**config.mk**
```make
export PLATFORM = sky130hd
export DESIGN_NAME = operand_fetch
export DESIGN_NICKNAME = d
export VERILOG_FILES = /design/src/rtl/operand_fetch_pkg.sv /design/src/rtl/operand_fetch_scoreboard.sv /design/src/rtl/operand_fetch.sv
export SDC_FILE = /design/constraint.sdc
export NUM_CORES = 1
export LEC_CHECK = 0
export CAP_MARGIN = 20
export CORE_AREA = 2 2 147 149
export DETAILED_ROUTE_END_ITERATION = 7
export DIE_AREA = 0 0 149 151
export GPL_TIMING_DRIVEN = 0
export PLACE_DENSITY = 0.73
export SYNTH_ARGS = -nofsm -noshare
export SYNTH_HDL_FRONTEND = slang
export SYNTH_SLANG_ARGS = --single-unit
```
**constraint.sdc**
```tcl
create_clock -name clk -period 5.4 [get_ports clk]
set_clock_uncertainty 0.2 [all_clocks]
set_input_delay 1.08 -clock clk [delete_from_list [all_inputs] [get_ports clk]]
set_output_delay 1.08 -clock clk [all_outputs]
set_load 0.02 [all_outputs]
```
**src/rtl/operand_fetch_pkg.sv**
```systemverilog
// Shared widths and the decoded-request record used by the operand-fetch stage,
// the register file and the bench.
package operand_fetch_pkg;
    localparam int XLEN  = 32;
    localparam int NREGS = 32;
    localparam int AW    = 5;

    typedef struct packed {
        logic [AW-1:0] rs1;
        logic [AW-1:0] rs2;
        logic [AW-1:0] rd;
        logic          wb;
    } fetch_req_t;
endpackage

```
**src/rtl/operand_fetch_scoreboard.sv**
```systemverilog
// Busy-bit scoreboard: one pending-write flag per architectural register.
// x0 never becomes busy.
module operand_fetch_scoreboard
    import operand_fetch_pkg::*;
#(
    parameter int NREGS_P = NREGS,
    parameter int AW_P    = AW
) (
    input  logic               clk,
    input  logic               reset,
    input  logic               set_en,
    input  logic [AW_P-1:0]    set_idx,
    input  logic               clr_en,
    input  logic [AW_P-1:0]    clr_idx,
    output logic [NREGS_P-1:0] busy
);

    assign busy[0] = 1'b0;

    generate
        for (genvar gi = 1; gi < NREGS_P; gi++) begin : g_bit
            logic busy_reg;
            logic set_hit;
            logic clr_hit;

            assign set_hit = set_en && (set_idx == AW_P'(gi));
            assign clr_hit = clr_en && (clr_idx == AW_P'(gi));

            // A new producer issuing in the same cycle as the old one retires
            // keeps the register busy.
            always_ff @(posedge clk or posedge reset) begin
                if (reset) begin
                    busy_reg <= 1'b0;
                end else if (set_hit) begin
                    busy_reg <= 1'b1;
                end else if (clr_hit) begin
                    busy_reg <= 1'b0;
                end
            end

            assign busy[gi] = busy_reg;
        end
    endgenerate

endmodule

```
**src/rtl/operand_fetch.sv**
```systemverilog
// Operand-fetch stage: holds one accepted request, reads the register file,
// bypasses same-cycle writeback, stalls on RAW/WAW hazards and presents operands.
module operand_fetch
    import operand_fetch_pkg::*;
#(
    parameter int XLEN_P  = XLEN,
    parameter int NREGS_P = NREGS,
    parameter int AW_P    = AW
) (
    input  logic               clk,
    input  logic               reset,
    input  logic               req_valid,
    output logic               req_ready,
    input  logic [AW_P-1:0]    req_rs1,
    input  logic [AW_P-1:0]    req_rs2,
    input  logic [AW_P-1:0]    req_rd,
    input  logic               req_wb,
    output logic [AW_P-1:0]    rf_rd1,
    output logic [AW_P-1:0]    rf_rd2,
    input  logic [XLEN_P-1:0]  rf_rd1_data,
    input  logic [XLEN_P-1:0]  rf_rd2_data,
    input  logic               wb_valid,
    input  logic [AW_P-1:0]    wb_rd,
    input  logic [XLEN_P-1:0]  wb_data,
    output logic               out_valid,
    input  logic               out_ready,
    output logic [XLEN_P-1:0]  out_op1,
    output logic [XLEN_P-1:0]  out_op2,
    output logic [AW_P-1:0]    out_rd,
    output logic               out_wb,
    output logic [NREGS_P-1:0] busy
);

    logic              s1_valid_reg;
    logic [AW_P-1:0]   s1_rs1_reg;
    logic [AW_P-1:0]   s1_rs2_reg;
    logic [AW_P-1:0]   s1_rd_reg;
    logic              s1_wb_reg;

    logic              out_valid_reg;
    logic [XLEN_P-1:0] out_op1_reg;
    logic [XLEN_P-1:0] out_op2_reg;
    logic [AW_P-1:0]   out_rd_reg;
    logic              out_wb_reg;

    logic              wb_live;
    logic              byp1;
    logic              byp2;
    logic              src1_ready;
    logic              src2_ready;
    logic              waw_stall;
    logic              advance;
    logic [XLEN_P-1:0] op1_next;
    logic [XLEN_P-1:0] op2_next;

    assign rf_rd1 = s1_valid_reg ? s1_rs1_reg : '0;
    assign rf_rd2 = s1_valid_reg ? s1_rs2_reg : '0;

    assign wb_live = wb_valid && (wb_rd != '0);
    assign byp1    = wb_live && (wb_rd == s1_rs1_reg);
    assign byp2    = wb_live && (wb_rd == s1_rs2_reg);

    assign src1_ready = (s1_rs1_reg == '0) || !busy[s1_rs1_reg] || byp1;
    assign src2_ready = (s1_rs2_reg == '0) || !busy[s1_rs2_reg] || byp2;

    assign waw_stall = s1_wb_reg && (s1_rd_reg != '0) && busy[s1_rd_reg]
                       && !(wb_valid && (wb_rd == s1_rd_reg));

    assign advance = s1_valid_reg && src1_ready && src2_ready && !waw_stall
                     && (!out_valid_reg || out_ready);

    assign req_ready = !s1_valid_reg || advance;

    // The register file is written at the same edge, so its read data is stale on a match.
    assign op1_next = (s1_rs1_reg == '0) ? '0 : (byp1 ? wb_data : rf_rd1_data);
    assign op2_next = (s1_rs2_reg == '0) ? '0 : (byp2 ? wb_data : rf_rd2_data);

    always_ff @(posedge clk or posedge reset) begin
        if (reset) begin
            s1_valid_reg <= 1'b0;
            s1_rs1_reg   <= '0;
            s1_rs2_reg   <= '0;
            s1_rd_reg    <= '0;
            s1_wb_reg    <= 1'b0;
        end else if (req_valid && req_ready) begin
            s1_valid_reg <= 1'b1;
            s1_rs1_reg   <= req_rs1;
            s1_rs2_reg   <= req_rs2;
            s1_rd_reg    <= req_rd;
            s1_wb_reg    <= req_wb;
        end else if (advance) begin
            s1_valid_reg <= 1'b0;
        end
    end

    always_ff @(posedge clk or posedge reset) begin
        if (reset) begin
            out_valid_reg <= 1'b0;
            out_op1_reg   <= '0;
            out_op2_reg   <= '0;
            out_rd_reg    <= '0;
            out_wb_reg    <= 1'b0;
        end else if (advance) begin
            out_valid_reg <= 1'b1;
            out_op1_reg   <= op1_next;
            out_op2_reg   <= op2_next;
            out_rd_reg    <= s1_rd_reg;
            out_wb_reg    <= s1_wb_reg;
        end else if (out_ready) begin
            out_valid_reg <= 1'b0;
        end
    end

    assign out_valid = out_valid_reg;
    assign out_op1   = out_op1_reg;
    assign out_op2   = out_op2_reg;
    assign out_rd    = out_rd_reg;
    assign out_wb    = out_wb_reg;

    operand_fetch_scoreboard #(
        .NREGS_P (NREGS_P),
        .AW_P    (AW_P)
    ) u_scoreboard (
        .clk     (clk),
        .reset   (reset),
        .set_en  (advance && s1_wb_reg && (s1_rd_reg != '0)),
        .set_idx (s1_rd_reg),
        .clr_en  (wb_live),
        .clr_idx (wb_rd),
        .busy    (busy)
    );

endmodule

```
==> impl_metrics.yaml <==
synth:
  async_flop_share_pct: 100.0
  synth-edff-count: 0
  syn_area_mm2: 0.007211
  synth_ff_type: "dfrtp_1"
  ys_types: 43
  yosys-top-cells-count: "nand2_1, dfrtp_1, o21ai_0, mux2_2, nand3_1"
  syn_inst: 717
  syn_avg_cell_area_um2: 10.06
  ys_top_cells_by_area: "dfrtp_1, nand2_1, mux2_4, mux2_2, o21ai_0"
  synth_top_area_share_pct: 41.30
  seq_area_frac_synth_pct: 41.30
  ys_ff_latch: 119
  ys_warn_count: 0
  yosys.area.top_type: "dfrtp_1"
  syn_nets: 839
  synth_most_common_cell: "nand2_1"
routing:
  drt_iter0_markers: 421
  wirelength_um: 24270
  drc: 0
  drt_pass1_iterations: 5
  route.vias.total: 6445
  routedWlPerCell_um: 19.33
  vias_per_cell: 5.135
  ant_nets: 0
setup_path:
  cp-start-kind: "primary input"
  cp.required_ps: 4120
  path_cells: "clkbuf_1 > xnor2_1 > nand2_1 > or4_1 > buf_2 > o311ai_4 > nand4b_4 > buf_6 > buf_2 > nand2_1 > clkdlybuf4s50_1"
  worstSetupPathType: "in2out"
  path_max_fanout: 10
  timing.rr.start: "s1_rs1_reg[2]$_DFFE_PP0P_"
  crit_path_top_delay_cell: "clkdlybuf4s50_1"
  ff2ff_setup_slack_ps: 2100
  max_stage_delay_ps: 600
  crit_cells: 11
  crit_buf_inv: 5
  critPathCaptureType: "primary output"
  arrival_ps: 3980
  r2r-end: "out_op1[30]$_DFFE_PP0P_"
  crit_family: "buffers and inverters"
  worstRegToRegCells: 8
sta:
  post-route-min-period_ps: 5255
  report.final.slew_viol_count: 0
  setup_viol: 0
  rsz0062_at_grt: "no"
  period_share_pct: 97.32
  tightestPinTransition_ps: 784.9
  final_hold_viol_count: 0
  layout_setup_ws_ps: 144.6
  setup_tns_ps: 0
  slew_headroom_pct: 47.19
  timing.fmax_mhz: 190.3
die:
  die_y_um: 151
  rows: 53
  initial_utilization_pct: 34.63
  die_area_mm2: 0.02250
  ios: 236
  coreArea_mm2: 0.02082
  fp.dieW_um: 149
cts:
  cts.sinks: 119
  clkTransAtPathRegs_ps: 50
  cts_tree: "done"
  post-cts-setup-buffer-count: 0
  clk_latency_ps: 420
  numCtsBuffers: 17
  cts.repair.resized: 0
  clockRootBuffer: "clkbuf_16"
  ctsHoldBuffers: 0
  htreeDepth: 4
  clk_path_buf_depth: 2
worst_hold_path:
  hp-class: "reg2reg"
  min_to: "out_op1[14]$_DFFE_PP0P_"
  worstHoldStart: "out_op1[14]$_DFFE_PP0P_"
  hold_depth: 1
cells_and_area:
  nets: 1089
  drive_gt1_share_pct: 20.10
  syn2layout_area_growth_pct: 45.43
  postLayoutCoreUtil_pct: 50.36
  antenna_cells: 0
placed_design:
  portBuffers: 229
  hpwl_um: 17970
  gp_congestion: 0.8921
  place_ws_ps: 17.93
pwr:
  power_density_mw_per_mm2: 688.9
  finalPower_w: 0.007224
  peakVddDrop_mv: 0.2944
  p_leak_nw: 4.526
global_route:
  grt_pass1_vias: 6400
  antenna_found_initial: 0
  grt-ovfl-total: 0
  grt_max_degree: 63
  grt_pass1_wl_um: 36510
  grt_usage_pct: 21.39
status:
  outcome: "complete, no violations"
run:
  max_cap_viol_count: 0
[placed cells by master, fill, tap and decap left out, types with 2 or more instances in the layout]
master,count
nand4_1,3
mux2_2,47
nor4_1,4
buf_2,17
nand3_1,47
nand2b_1,7
mux2_1,10
a22oi_1,3
bufinv_16,2
clkbuf_16,17
clkinv_4,3
clkdlybuf4s50_1,228
inv_1,4
inv_6,3
o22ai_1,3
and2_1,10
mux2_4,37
o21ai_1,8
clkbuf_8,2
buf_6,8
xnor2_1,8
clkbuf_1,29
o21ai_0,57
buf_4,36
mux4_2,12
a21oi_1,6
o31ai_1,32
dfrtp_1,119
or2_1,3
mux2i_1,20
nor2_1,6
clkinvlp_4,5
nor2b_1,10
xor2_1,7
nand2_1,149
[cell families (layout without fill, tap and decap cells)]
group	after synthesis	after routing	synth area share, %
DFF	119	119	41.30
and+or+nand+nor	244	244	15.34
xor gates and xnor gates	15	15	1.822
other	1	1	0.05201
AOI/OAI and AO/OA	117	117	10.43
buffers and inverters	95	358	7.930
muxes	126	126	23.13
[worst max path at each step]
stage / to / start / slack (ps)
floorplan: out_op1[0]$_DFFE_PP0P_ / reset / 960
global placement: out_op1[5]$_DFFE_PP0P_ / reset / -950
detailed placement: req_ready / wb_valid / 20
CTS: req_ready / wb_valid / 10
global route: req_ready / wb_rd[3] / 10
finish: req_ready / wb_rd[3] / 140
[where the power goes]
group	total, W	internal, W	switching [W]	leakage (nW)
Combinational	0.00436	0.00228	0.00208	2.79
Sequential	0.00171	0.00134	0.000371	1.45
Clock	0.00116	0.000707	0.000450	0.278
[metal layers]
| layer | vias up | GRT usage, % | share of wire (%) |
|---|---|---|---|
| met3 | 53 | 4.970 | 7.8 |
| met1 | 3082 | 29.10 | 44 |
| met5 | - | 0 | 0 |
| li1 | 2986 | - | - |
| met2 | 324 | 32.65 | 45 |
| met4 | 0 | 9.381 | 3.2 |
[final cells by class]
type,count,area [um2]
plain buffers,90,553.0
fillers,1945,10340
multi-input cells,503,3661
well taps,275,344.1
flip-flops and latches,119,2978
clock inverters,13,146.4
repair buffers,231,2327
clock buffers,19,452.9
inverters,5,23.77
[stage by stage]
step / hold slack, ps / cell area (um2) / cells
2_1_floorplan: 327.6 / 7211 / 717
3_3_place_gp: 287.2 / 9847 / 1221
3_5_place_dp: 292.6 / 9884 / 1223
4_1_cts: 303.8 / 10480 / 1255
5_1_grt: 317.6 / 10490 / 1255
6_report: 305.1 / 10490 / 1255
(Power assumes the default switching activity.)
